[config.mk]
export PLATFORM = sky130hd
export DESIGN_NAME = turbo_iter_ctrl
export DESIGN_NICKNAME = d
export VERILOG_FILES = /design/src/rtl/turbo_iter_ctrl.sv
export SDC_FILE = /design/constraint.sdc
export NUM_CORES = 1
export LEC_CHECK = 0
export BUFFER_PORTS_ARGS = -buffer_cell sky130_fd_sc_hd__buf_2
export CAP_MARGIN = 40
export CORE_MARGIN = 8
export CORE_UTILIZATION = 47
export DETAILED_ROUTE_END_ITERATION = 8
export PLACE_DENSITY = 0.75
export SYNTH_ARGS = -nofsm -noshare
export SYNTH_HDL_FRONTEND = slang
export SYNTH_SLANG_ARGS = --single-unit
[constraint.sdc]
create_clock -name clk_p_i -period 2 [get_ports clk_p_i]
set_clock_uncertainty 0.2 [all_clocks]
set_input_delay 0.1 -clock clk_p_i [delete_from_list [all_inputs] [get_ports clk_p_i]]
set_output_delay 0.1 -clock clk_p_i [all_outputs]
set_load 0.01 [all_outputs]
[src/rtl/turbo_iter_ctrl.sv]
// Turbo decoder iteration scheduler: alternates one SISO between natural and interleaved
// half-iterations, streams extrinsic writes, emits hard bits. Optional: TURBO_EARLY_STOP_EN.
module turbo_iter_ctrl #(
  parameter int BLOCK_SIZE = 21,
  parameter int ADDR_W     = 5,
  parameter int LLR_W      = 10,
  parameter int MAX_ITER   = 8,
  parameter int STOP_THR   = 64
) (
  input  logic              clk_p_i,
  input  logic              reset_n_i,
  input  logic              start_i,
  input  logic [3:0]        iter_num_i,
  input  logic              siso_done_i,
  input  logic              llr_valid_i,
  input  logic [LLR_W-1:0]  llr_i,
  output logic              busy_o,
  output logic              siso_start_o,
  output logic              siso_sel_o,
  output logic              ext_wr_en_o,
  output logic [ADDR_W-1:0] ext_wr_addr_o,
  output logic [LLR_W-1:0]  ext_wr_data_o,
  output logic              ext_bank_o,
  output logic [3:0]        iter_cnt_o,
  output logic              hard_valid_o,
  output logic              hard_bit_o,
  output logic              done_o,
  output logic              err_o
);

  localparam int CNT_W = ADDR_W + 1;

  typedef enum logic [2:0] {IDLE, LAUNCH1, STREAM1, LAUNCH2, STREAM2, FINISH} state_e;

  state_e            state_q, state_d;
  logic [CNT_W-1:0]  cnt_q, cnt_d;
  logic [3:0]        n_iter_q, n_iter_d, iter_q, iter_d, n_iter_req;
  logic              err_q, err_d, bank_q, bank_d;
  logic              wr_en_q, wr_en_d, hv_q, hv_d, hb_q, hb_d;
  logic [ADDR_W-1:0] addr_q, addr_d;
  logic [LLR_W-1:0]  data_q, data_d;
  logic              hard_half, llr_pos;

  assign n_iter_req = (iter_num_i == 4'd0)             ? 4'd1 :
                      (iter_num_i > MAX_ITER[3:0])     ? MAX_ITER[3:0] : iter_num_i;
  assign llr_pos    = !llr_i[LLR_W-1] && (|llr_i);

`ifdef TURBO_EARLY_STOP_EN
  logic [LLR_W-1:0] min_q, min_d, llr_abs;
  assign llr_abs   = llr_i[LLR_W-1] ? ((~llr_i) + LLR_W'(1)) : llr_i;
  // every STREAM2 may turn out to be the last one, so hard bits go out on each
  assign hard_half = (state_q == STREAM2);
`else
  assign hard_half = (state_q == STREAM2) && (iter_q == n_iter_q - 4'd1);
`endif

  always_comb begin
    state_d  = state_q;
    cnt_d    = cnt_q;
    n_iter_d = n_iter_q;
    iter_d   = iter_q;
    err_d    = err_q;
    bank_d   = bank_q;
    wr_en_d  = 1'b0;
    addr_d   = addr_q;
    data_d   = data_q;
    hv_d     = 1'b0;
    hb_d     = hb_q;
`ifdef TURBO_EARLY_STOP_EN
    min_d    = min_q;
`endif
    case (state_q)
      IDLE: if (start_i) begin
        state_d  = LAUNCH1;
        n_iter_d = n_iter_req;
        err_d    = 1'b0;
        iter_d   = 4'd0;
        bank_d   = 1'b0;
      end
      LAUNCH1: begin
        cnt_d   = '0;
        state_d = STREAM1;
      end
      LAUNCH2: begin
        cnt_d   = '0;
        state_d = STREAM2;
`ifdef TURBO_EARLY_STOP_EN
        min_d   = '1;
`endif
      end
      STREAM1, STREAM2: begin
        if (llr_valid_i) begin
          if (cnt_q < BLOCK_SIZE[CNT_W-1:0]) begin
            wr_en_d = 1'b1;
            addr_d  = cnt_q[ADDR_W-1:0];
            data_d  = llr_i;
            cnt_d   = cnt_q + CNT_W'(1);
            hv_d    = hard_half;
            if (hard_half) hb_d = llr_pos;
`ifdef TURBO_EARLY_STOP_EN
            if (state_q == STREAM2 && llr_abs < min_q) min_d = llr_abs;
`endif
          end else begin
            err_d = 1'b1;
          end
        end
        // an LLR arriving with the done is already folded into cnt_d/err_d/min_d
        if (siso_done_i) begin
          if (cnt_d != BLOCK_SIZE[CNT_W-1:0]) err_d = 1'b1;
          bank_d = ~bank_q;
          if (state_q == STREAM1) begin
            state_d = LAUNCH2;
          end else begin
            iter_d  = iter_q + 4'd1;
            state_d = (iter_d == n_iter_q) ? FINISH : LAUNCH1;
`ifdef TURBO_EARLY_STOP_EN
            if (min_d >= STOP_THR[LLR_W-1:0] && !err_d) state_d = FINISH;
`endif
          end
        end
      end
      FINISH:  state_d = IDLE;
      default: state_d = IDLE;
    endcase
  end

  always_ff @(posedge clk_p_i or negedge reset_n_i) begin
    if (!reset_n_i) begin
      state_q  <= IDLE;
      cnt_q    <= '0;
      n_iter_q <= 4'd1;
      iter_q   <= 4'd0;
      err_q    <= 1'b0;
      bank_q   <= 1'b0;
      wr_en_q  <= 1'b0;
      addr_q   <= '0;
      data_q   <= '0;
      hv_q     <= 1'b0;
      hb_q     <= 1'b0;
`ifdef TURBO_EARLY_STOP_EN
      min_q    <= '1;
`endif
    end else begin
      state_q  <= state_d;
      cnt_q    <= cnt_d;
      n_iter_q <= n_iter_d;
      iter_q   <= iter_d;
      err_q    <= err_d;
      bank_q   <= bank_d;
      wr_en_q  <= wr_en_d;
      addr_q   <= addr_d;
      data_q   <= data_d;
      hv_q     <= hv_d;
      hb_q     <= hb_d;
`ifdef TURBO_EARLY_STOP_EN
      min_q    <= min_d;
`endif
    end
  end

  assign busy_o        = (state_q != IDLE);
  assign siso_start_o  = (state_q == LAUNCH1) || (state_q == LAUNCH2);
  assign siso_sel_o    = (state_q == LAUNCH2) || (state_q == STREAM2);
  assign done_o        = (state_q == FINISH);
  assign ext_wr_en_o   = wr_en_q;
  assign ext_wr_addr_o = addr_q;
  assign ext_wr_data_o = data_q;
  assign ext_bank_o    = bank_q;
  assign iter_cnt_o    = iter_q;
  assign hard_valid_o  = hv_q;
  assign hard_bit_o    = hb_q;
  assign err_o         = err_q;

endmodule

==> out/qor.txt <==
TIMING
----------------------------------------------------------------------------------------------------
Unrepaired setup endpoints after global routing .......................................         true
Peak clock frequency supported by timing ..............................................    0.505 GHz
Count of endpoints failing setup in the final report ..................................            0
Final min period ......................................................................      1.98 ns
Least-Margin Pin Slew .................................................................     0.500 ns
Final count of pins violating max slew ................................................            0
Final worst path period share .........................................................        99.0%
Min Hold Slack ........................................................................   -0.0543 ns
Final number of hold-violating endpoints ..............................................            2
Headroom to the max-slew limit ........................................................        66.7%
Setup TNS after final layout ..........................................................         0 ns

POWER AND IR DROP
----------------------------------------------------------------------------------------------------
Share of total power in sequential cells ..............................................        33.8%
Switching share of power ..............................................................        36.0%
Combinational fraction of design power ................................................        47.6%
Share of total power in the clock network .............................................        18.5%
Net switching power figure ............................................................      1.28 mW
Pwr dens .............................................................................. 1370 nW/um^2
Leakage power summed over all cells ...................................................      1.24 nW
Overall power consumption .............................................................      3.54 mW
IR drop worst, VDD ....................................................................     0.666 mV
Design internal power .................................................................      2.26 mW

GRT
----------------------------------------------------------------------------------------------------
Vias in the first global route ........................................................         1680
Number of antenna violations at the first check in global routing .....................            0
Largest net degree at the start of global routing .....................................           23
Combined global-route utilization of all metal layers .................................        14.9%
Global route overflow .................................................................            0
First-pass GRT wire length ............................................................      7400 um

FINISH
----------------------------------------------------------------------------------------------------
Final net count .......................................................................          277
Top library cells by usage in the layout, fill and taps aside ......................... sky130_fd_sc_hd__buf_2 (46), sky130_fd_sc_hd__dfrtp_1 (36), sky130_fd_sc_hd__buf_4 (19), sky130_fd_sc_hd__mux2_2 (17), sky130_fd_sc_hd__dlygate4sd3_1 (17)
Non-Filler Instances ..................................................................          305
Count of filler cells inserted in the layout ..........................................          330
Antenna diode instance count ..........................................................            0
Synthesis-to-layout area growth .......................................................        38.2%
Share of layout cells above drive strength 1 ..........................................        40.0%
Leading cell type in the layout, fill and taps excluded ............................... sky130_fd_sc_hd__buf_2

LOGIC SYNTHESIS
----------------------------------------------------------------------------------------------------
Synth Net Count .......................................................................          196
Synthesized area ......................................................................   1870 sq um
Async set or reset register ratio after synthesis .....................................         100%
Post-synthesis register bit count .....................................................           37
Warnings from Yosys ...................................................................            0
Commonest register cell after synthesis ............................................... sky130_fd_sc_hd__dfrtp_1
Count of flip-flops with a built-in enable after synthesis ............................            0
Synthesized instance count ............................................................          173
Syn_area_per_cell .....................................................................   10.8 sq um
Count of cell types in the netlist ....................................................           43
Proportion of synthesized chip area in sequential cells ...............................        49.5%

PLACE
----------------------------------------------------------------------------------------------------
Post-placement cell count .............................................................          278
Port Buffers ..........................................................................           46
Detailed Place HPWL ...................................................................      3170 um
Final estimated routing congestion in global placement ................................        0.840

CLOCK TREE
----------------------------------------------------------------------------------------------------
Clk sink count ........................................................................           37
TritonCTS clock tree ..................................................................          yes
Clk root buf .......................................................................... sky130_fd_sc_hd__clkbuf_8
Clock latency reported for the late side of the worst-skew pair .......................      0.30 ns
CTS Hold Bufs .........................................................................           17
Number of levels the H-tree was split into ............................................            2
Deepest clock path buffer count .......................................................            2
Clock-pin slew reported for the worst setup and hold paths after clock tree synthesis .      0.07 ns
Number of buffers created by CTS ......................................................            5

CRITICAL PATH
----------------------------------------------------------------------------------------------------
Setup CP Type ......................................................................... register to register
Type of destination of the critical path ..............................................     register
Critical Path Fanout Max ..............................................................            4
Sort of element at the start of the critical path .....................................     register
Data arrival, critical path ...........................................................      1.96 ns
CP required ...........................................................................      1.98 ns
Reg2reg setup slack ...................................................................      0.02 ns

RUN STATUS
----------------------------------------------------------------------------------------------------
Violations in the final reports ....................................................... negative hold slack
Run status ............................................................................ finished, violations left

FLOORPLAN
----------------------------------------------------------------------------------------------------
Initial Utilization ...................................................................        47.9%
Standard cell core area ...............................................................   3910 sq um
Chip Height ...........................................................................      79.2 um
Full die area .........................................................................   6260 sq um
Horizontal extent of the die ..........................................................      79.2 um
Number of core rows ...................................................................           23
Number of ports placed on the die boundary ............................................           47

DRT
----------------------------------------------------------------------------------------------------
Detailed-router iteration count before antenna repair .................................            4
Routed wire length ....................................................................      4460 um
Per-cell via count in the routed design ...............................................         5.15
Routed metal-1 wirelength .............................................................      1830 um
Post-detailed-route count of antenna-violating nets ...................................            0
Via count of the routed design ........................................................         1572
Highest routed layer ..................................................................         met4
1st-iter DRT viols ....................................................................           46
Detailed-route wire length per cell ...................................................      14.6 um
Met2 routed wirelength ................................................................      2290 um
Routed wire length on met3 ............................................................       272 um
Drt drc ...............................................................................            0

WORST HOLD PATH
----------------------------------------------------------------------------------------------------
Hold WC Path Type ..................................................................... input port to register

JOB
----------------------------------------------------------------------------------------------------
Max-capacitance violation count .......................................................            0

-- Yosys cell counts, drive strengths merged, types with 3 or more instances --
cell	count	area [sq um]
ha	4	50.1
mux2	18	203
dfrtp	36	901
xor2	6	52.6
o21ai	10	50.1
inv	7	26.3
buf	7	56.3
nand2b	6	37.5
a22o	3	26.3
nor2	13	58.8
nand3	5	25.0
nor3	4	20.0
a31oi	3	18.8
nand2	8	30.0
xnor2	5	43.8
a21oi	10	50.1
nor4	3	18.8
-- power groups by stage --
stage                     clock network (mW)  registers (mW)  logic, mW
final                                  0.656            1.20       1.69
after global routing                   0.698            1.24       1.87
after CTS                              0.675            1.19       1.64
after detailed placement                   0            1.21       1.56
after global placement                     0            1.19       1.53
after floorplan                            0            1.25      0.975
-- area by class of cell --
class | count | area, sq um | area share, %
flip-flops and latches | 37 | 927 | 35.8
repair buffers | 83 | 563 | 21.7
well taps | 50 | 62.6 | 2.42
inverters | 7 | 26.3 | 1.01
clock inverters | 3 | 46.3 | 1.79
multi-input cells | 120 | 896 | 34.6
clock buffers | 5 | 68.8 | 2.66
-- critical path, cell delays in order, from the launching register on --
cell and delay (ns):
sky130_fd_sc_hd__dfrtp_1 0.41, sky130_fd_sc_hd__inv_2 0.06, sky130_fd_sc_hd__ha_4 0.24, sky130_fd_sc_hd__or4_4 0.48, sky130_fd_sc_hd__o21ai_2 0.16, sky130_fd_sc_hd__o2111ai_2 0.13
sky130_fd_sc_hd__a31o_1 0.20
-- sequential cells by signal, indices dropped and copies added (netlist names) --
name           cells
cnt_q              6
err_o              1
ext_bank_o         1
ext_wr_addr_o      5
ext_wr_data_o     10
ext_wr_en_o        1
hard_bit_o         1
hard_valid_o       1
iter_cnt_o         4
n_iter_q           4
state_q            3
-- layer usage --
layer	vias up	GRT usage, %
met5	-	0
met4	0	7.41
met2	38	25.4
met3	5	4.40
met1	753	16.4
li1	776	-
-- cell families (layout without fill, tap and decap cells) --
kind of cell	after synthesis	count (layout)	share of synthesized area, %
multiplexers	18	18	10.8
flip-flops	37	37	49.5
buffers and inverters	16	98	4.81
adder cells (fa/ha/maj)	4	4	2.67
XOR/XNOR	11	11	5.14
AND/OR/NAND/NOR	49	49	14.1
AO/OA/AOI/OAI	38	38	13.0
-- path summary, 6_finish.rpt --
path                                   startpoint                endpoint  cells after the start
min in group asynchronous               reset_n_i    cnt_q[5]$_DFFE_PN0P_                      2
min                                   siso_done_i       err_o$_DFFE_PN0P_                      2
max                          cnt_q[0]$_DFFE_PN0P_       err_o$_DFFE_PN0P_                      6
max in group asynchronous               reset_n_i  hard_bit_o$_DFFE_PN0P_                      3
min reg2reg                ext_bank_o$_DFFE_PN0P_  ext_bank_o$_DFFE_PN0P_                      1
max reg2reg                  cnt_q[0]$_DFFE_PN0P_       err_o$_DFFE_PN0P_                      6
-- metrics by stage --
step                cell area (sq um)  util [%]  setup slack, ns
CTS                              2550      65.2          -0.0193
global route                     2590      66.2          -0.0659
finish                           2590      66.2           0.0193
floorplan                        1880         -          0.00435
global placement                 2250      57.5           0.0174
detailed placement               2250      57.5          -0.0459
-- timing repair --
| action | CTS | global route |
|---|---|---|
| hold endpoints to repair | 55 | 1 |
| pin swaps | 2 | 4 |
| endpoints found under the setup margin | 2 | 2 |
| buffers inserted | 2 | 0 |
| gates resized for setup | 0 | 7 |
(Power assumes the default switching activity.)
